==> src/rtl/nar_pkg.sv <==
// Shared constants and types for the NAR-Net hidden-layer activation path.
package nar_pkg;

  localparam int NAR_N = 8;
  localparam int NAR_Q = 7;

  typedef enum logic [1:0] {
    IDLE,
    LOOKUP,
    RESP
  } arb_state_e;

  localparam arb_state_e       RST_STATE = IDLE;
  localparam int               RST_IDX   = 0;
  localparam logic [NAR_N-1:0] RST_BYTE  = '0;

endpackage

==> src/rtl/rr_pick.sv <==
// Combinational round-robin picker: first valid requester at or after ptr,
// searching upward and wrapping from NREQ-1 back to 0.
module rr_pick #(
  parameter int NREQ = 4,
  parameter int IW   = $clog2(NREQ)
) (
  input  logic [NREQ-1:0] valid,
  input  logic [IW-1:0]   ptr,
  output logic [NREQ-1:0] grant,
  output logic [IW-1:0]   idx,
  output logic            any
);

  logic [IW-1:0] cand;

  always_comb begin
    grant = '0;
    idx   = '0;
    any   = 1'b0;
    cand  = '0;
    for (int k = 0; k < NREQ; k++) begin
      cand = IW'((int'(ptr) + k) % NREQ);
      if (!any && valid[cand]) begin
        any = 1'b1;
        idx = cand;
      end
    end
    if (any) begin
      grant[idx] = 1'b1;
    end
  end

endmodule

==> src/rtl/tanh_lut_arbiter.sv <==
// Shares one falling-edge tanh table among NREQ neurons: round-robin accept,
// one-cycle lookup, then hold the result until its owner takes it.
module tanh_lut_arbiter
  import nar_pkg::*;
#(
  parameter int N    = NAR_N,
  parameter int NREQ = 4
) (
  input  logic              clk,
  input  logic              rst_n,
  input  logic [NREQ-1:0]   req_valid,
  input  logic [NREQ*N-1:0] req_data,
  output logic [NREQ-1:0]   req_ready,
  output logic [NREQ-1:0]   rsp_valid,
  output logic [N-1:0]      rsp_data,
  input  logic [NREQ-1:0]   rsp_ready,
  output logic [N-1:0]      lut_addr,
  input  logic [N-1:0]      lut_data
);

  localparam int IW = $clog2(NREQ);

  arb_state_e      state_q, state_d;
  logic [IW-1:0]   ptr_q, ptr_d;
  logic [IW-1:0]   gid_q, gid_d;
  logic [N-1:0]    lut_addr_q, lut_addr_d;
  logic [N-1:0]    rsp_data_q, rsp_data_d;
  logic [NREQ-1:0] rsp_valid_q, rsp_valid_d;

  logic [NREQ-1:0] pick_grant;
  logic [IW-1:0]   pick_idx;
  logic            pick_any;
  logic            rsp_hs;
  logic            accept;

  rr_pick #(
    .NREQ (NREQ),
    .IW   (IW)
  ) u_pick (
    .valid (req_valid),
    .ptr   (ptr_q),
    .grant (pick_grant),
    .idx   (pick_idx),
    .any   (pick_any)
  );

  always_comb begin
    state_d     = state_q;
    ptr_d       = ptr_q;
    gid_d       = gid_q;
    lut_addr_d  = lut_addr_q;
    rsp_data_d  = rsp_data_q;
    rsp_valid_d = rsp_valid_q;
    req_ready   = '0;
    accept      = 1'b0;
    // Only the owner's ready completes a result; others are ignored.
    rsp_hs      = (state_q == RESP) && rsp_ready[gid_q];

    case (state_q)
      IDLE: begin
        accept = pick_any;
      end
      LOOKUP: begin
        rsp_data_d         = lut_data;
        rsp_valid_d        = '0;
        rsp_valid_d[gid_q] = 1'b1;
        state_d            = RESP;
      end
      RESP: begin
        if (rsp_hs) begin
          rsp_valid_d = '0;
          state_d     = IDLE;
          accept      = pick_any;
        end
      end
      default: begin
        state_d = IDLE;
      end
    endcase

    if (accept) begin
      req_ready  = pick_grant & {NREQ{rst_n}};
      lut_addr_d = req_data[pick_idx*N +: N];
      gid_d      = pick_idx;
      ptr_d      = (pick_idx == IW'(NREQ-1)) ? '0 : pick_idx + 1'b1;
      state_d    = LOOKUP;
    end
  end

  always_ff @(posedge clk or negedge rst_n) begin
    if (!rst_n) begin
      state_q     <= RST_STATE;
      ptr_q       <= IW'(RST_IDX);
      gid_q       <= IW'(RST_IDX);
      lut_addr_q  <= N'(RST_BYTE);
      rsp_data_q  <= N'(RST_BYTE);
      rsp_valid_q <= '0;
    end else begin
      state_q     <= state_d;
      ptr_q       <= ptr_d;
      gid_q       <= gid_d;
      lut_addr_q  <= lut_addr_d;
      rsp_data_q  <= rsp_data_d;
      rsp_valid_q <= rsp_valid_d;
    end
  end

  assign lut_addr  = lut_addr_q;
  assign rsp_data  = rsp_data_q;
  assign rsp_valid = rsp_valid_q;

endmodule

==> config.mk <==
export PLATFORM = sky130hd
export DESIGN_NAME = tanh_lut_arbiter
export DESIGN_NICKNAME = d
export VERILOG_FILES = /design/src/rtl/nar_pkg.sv /design/src/rtl/rr_pick.sv /design/src/rtl/tanh_lut_arbiter.sv
export SDC_FILE = /design/constraint.sdc
export NUM_CORES = 1
export LEC_CHECK = 0
export ABC_AREA = 0
export CORE_MARGIN = 8
export CORE_UTILIZATION = 39
export DETAILED_ROUTE_END_ITERATION = 12
export HOLD_SLACK_MARGIN = 0.02
export PLACE_DENSITY = 0.83
export SETUP_SLACK_MARGIN = 0.05
export SYNTH_ARGS = -nofsm -noshare
export SYNTH_HDL_FRONTEND = slang
export SYNTH_SLANG_ARGS = --single-unit
==> constraint.sdc <==
create_clock -name clk -period 2.3 [get_ports clk]
set_input_delay 0.46 -clock clk [delete_from_list [all_inputs] [get_ports clk]]
set_output_delay 0.46 -clock clk [all_outputs]
set_load 0.05 [all_outputs]
==> flow_metrics.py <==
metrics = {
    "synthesis": {
        "synth_seq_cells": 26,
        "yosysSeqAreaShare_pct": 46.8,
        "synth_nets": 191,
        "yosysUniqueCellTypes": 29,
        "netlist_area_mm2": 0.00139,
        "async_reset_ff_share_pct": 100,
        "synth_top_area_share_pct": 46.8,
        "yosysTopAreaCell": "dfrtp_1",
        "synth-edff-count": 0,
        "syn_inst": 137,
        "avgSynthCellArea_um2": 10.1,
        "synthFlopType": "dfrtp_1",
        "yosys_warnings": 0,
        "yosys-top-cells-area": "dfrtp_1, mux2i_1, nand2_1",
    },
    "drt": {
        "routedWlPerCell_um": 20.0,
        "via_per_inst": 5.33,
        "vias": 1488,
        "drtIter0Drc": 115,
        "routed_wl_um": 5580,
        "drc": 0,
        "drtAntennaViolNets": 0,
        "drt-pass1-iter-count": 4,
    },
    "floorplanning": {
        "ios": 74,
        "row_count": 21,
        "fp.dieArea_mm2": 0.00573,
        "initial_core_util_pct": 41.0,
        "die_h_um": 75.7,
        "core-area_mm2": 0.00339,
        "die_x_um": 75.7,
    },
    "sta": {
        "maxSlewHeadroom_pct": 55.2,
        "finalCritPeriodShare_pct": 103,
        "worst_slack_ns": -0.0669,
        "timing.final.setup_violations": 4,
        "tns_ns": -0.203,
        "tightest_slew_ns": 0.670,
        "finalClockSkew_ns": 0.00928,
        "period_minus_slack_ns": 2.37,
        "rsz0062_at_grt": "yes",
        "timing.fmax_ghz": 0.423,
        "drv_slew": 0,
        "hold_slack_ns": 0.371,
        "final_hold_viol_count": 0,
    },
    "power_and_ir_drop": {
        "cellPowerDensity_mw_per_mm2": 1450,
        "power_mw": 3.69,
        "worst_ir_drop_vdd_mv": 0.693,
        "p_leak_nw": 1.17,
    },
    "final_layout": {
        "final_area_mm2": 0.00255,
        "n_fill_cell": 214,
        "final_nets": 288,
        "layoutNonFillerInstCount": 279,
        "fin_util_pct": 75.2,
        "drive_above_1_share_pct": 24.9,
        "areaGrowthSynthToFinish_pct": 83.3,
        "diodes": 0,
    },
    "grt": {
        "met1_usage_pct": 22.1,
        "grt-busiest-layer": "met2",
        "first_global_vias": 1555,
        "antenna_found_initial": 0,
        "grt.overflow.total": 0,
        "gr-usage-met3_pct": 3.03,
        "grt_max_degree": 19,
        "grt_util_all_layers_pct": 18.8,
        "grt_pass1_wl_um": 8130,
        "gr-usage-met2_pct": 31.9,
    },
    "outcome": {
        "outcome": "complete, but fails checks",
        "violations": "negative setup slack",
    },
    "placed_design": {
        "placed_area_mm2": 0.00220,
        "pre_cts_slack_ns": -0.254,
        "portBuffers": 73,
        "dpl.hpwl_um": 3630,
        "place_inst": 259,
        "gp_congestion": 0.840,
    },
    "clocking": {
        "cts_hold_buf": 0,
        "max-clock-path-buffers": 2,
        "clk_pin_slew_ns": 0.16,
        "cts_sinks": 26,
        "cts_tree": "done",
        "clockRootBuffer": "clkbuf_4",
        "ctsHtreeMaxLevel": 1,
        "numCtsBuffers": 3,
        "clk_latency_ns": 0.33,
    },
    "setup_path": {
        "worstSetupPathType": "reg -> out",
        "r2r_cells": 9,
        "critical-path-max-stage-delay_ns": 0.49,
        "crit_start": "ptr_q[1]",
        "regToRegEndpoint": "lut_addr[3]",
        "rr_startpoint": "gid_q[0]",
        "critPathCaptureType": "output pin",
        "cp.required_ns": 1.84,
        "arrival_ns": 1.91,
        "worst_setup_path_start_kind": "flop",
        "crit_fanout": 5,
        "rrSetupSlack_ns": 0.18,
        "crit_slowest_cell": "dfrtp_2",
        "crit_chain": "nand2b_4 > a21o_1 > o211a_4 > buf_6 > ha_4 > and3_4 > buf_8",
    },
    "job": {
        "max_cap_violations": 0,
    },
    "hold_path": {
        "hold_class": "in -> async",
    },
}
## registers in the layout, indices dropped and copies added, names as in the netlist
name	cells
ptr_q	2
gid_q	2
rsp_data	8
lut_addr	8
rsp_valid	4
state_q	2
## cells in the final DEF, fill, tap and decap left out, drive strengths merged, types with 4 or more instances in the layout
| cell type | n |
|---|---|
| ha | 4 |
| and3 | 4 |
| mux2i | 16 |
| o21ai | 6 |
| clkdlybuf4s50 | 61 |
| inv | 7 |
| nand2 | 42 |
| dfrtp | 26 |
| dlygate4sd2 | 8 |
| buf | 27 |
| o221ai | 8 |
## how the worst max path moves through the flow
stage / to / slack [ns]
3_5_place_dp: req_ready[2] / -0.25
6_report: req_ready[1] / -0.07
5_1_grt: req_ready[3] / -0.14
2_1_floorplan: req_ready[3] / 0.15
4_1_cts: req_ready[1] / -0.04
3_3_place_gp: req_ready[2] / -0.21
## power by group
part	internal, mW	switching (mW)	total, mW
Clock	0.176	0.147	0.324
Sequential	0.681	0.165	0.846
Combinational	1.01	1.51	2.52
## layer usage
layer	vias up	routed length, um	share of wire, %
li1	676	-	-
met1	732	2120	38
met2	64	3030	54
met3	16	227	4.1
met4	0	203	3.6
met5	-	0	0
## cell families after synthesis
group | count (synthesis) | share of synthesized area [%]
compound gates | 25 | 14.2
fa+ha+maj | 4 | 3.60
buf+inv | 12 | 4.41
flops | 26 | 46.8
mux | 17 | 13.1
simple gates | 53 | 17.8
## cell type report
| type | instances | area (um2) | share of cell area, % |
|---|---|---|---|
| Inverter | 7 | 31.3 | 1.23 |
| Sequential cell | 26 | 653 | 25.6 |
| Tap cell | 46 | 57.6 | 2.26 |
| Clock inverter | 1 | 30.0 | 1.18 |
| Multi-Input combinational cell | 100 | 836 | 32.8 |
| Timing Repair Buffer | 96 | 917 | 36.0 |
| Clock buffer | 3 | 22.5 | 0.884 |
## synth_stat cells (all sizes together) (2+ instances only)
master	instances
ha	4
dfrtp	26
buf	4
o221ai	8
o31ai	2
a32o	2
mux2i	16
nor2	3
nand2b	2
and3	4
o21a	2
o21ai	6
nand2	41
nor2b	2
inv	7
## timing repair
item	in CTS	in global routing
endpoints found under the setup margin	4	13
pin swaps	11	5
setup buffers	11	5
resized for setup	47	3
gates cloned	0	1
hold endpoints to repair	0	0
## worst max-delay path: cells and delay by family (launching register included)
family	cells	cell delay (ns)
simple gates	2	0.33
buf+inv	2	0.28
compound gates	2	0.33
flops	1	0.49
fa+ha+maj	1	0.14
(Power assumes the default switching activity.)
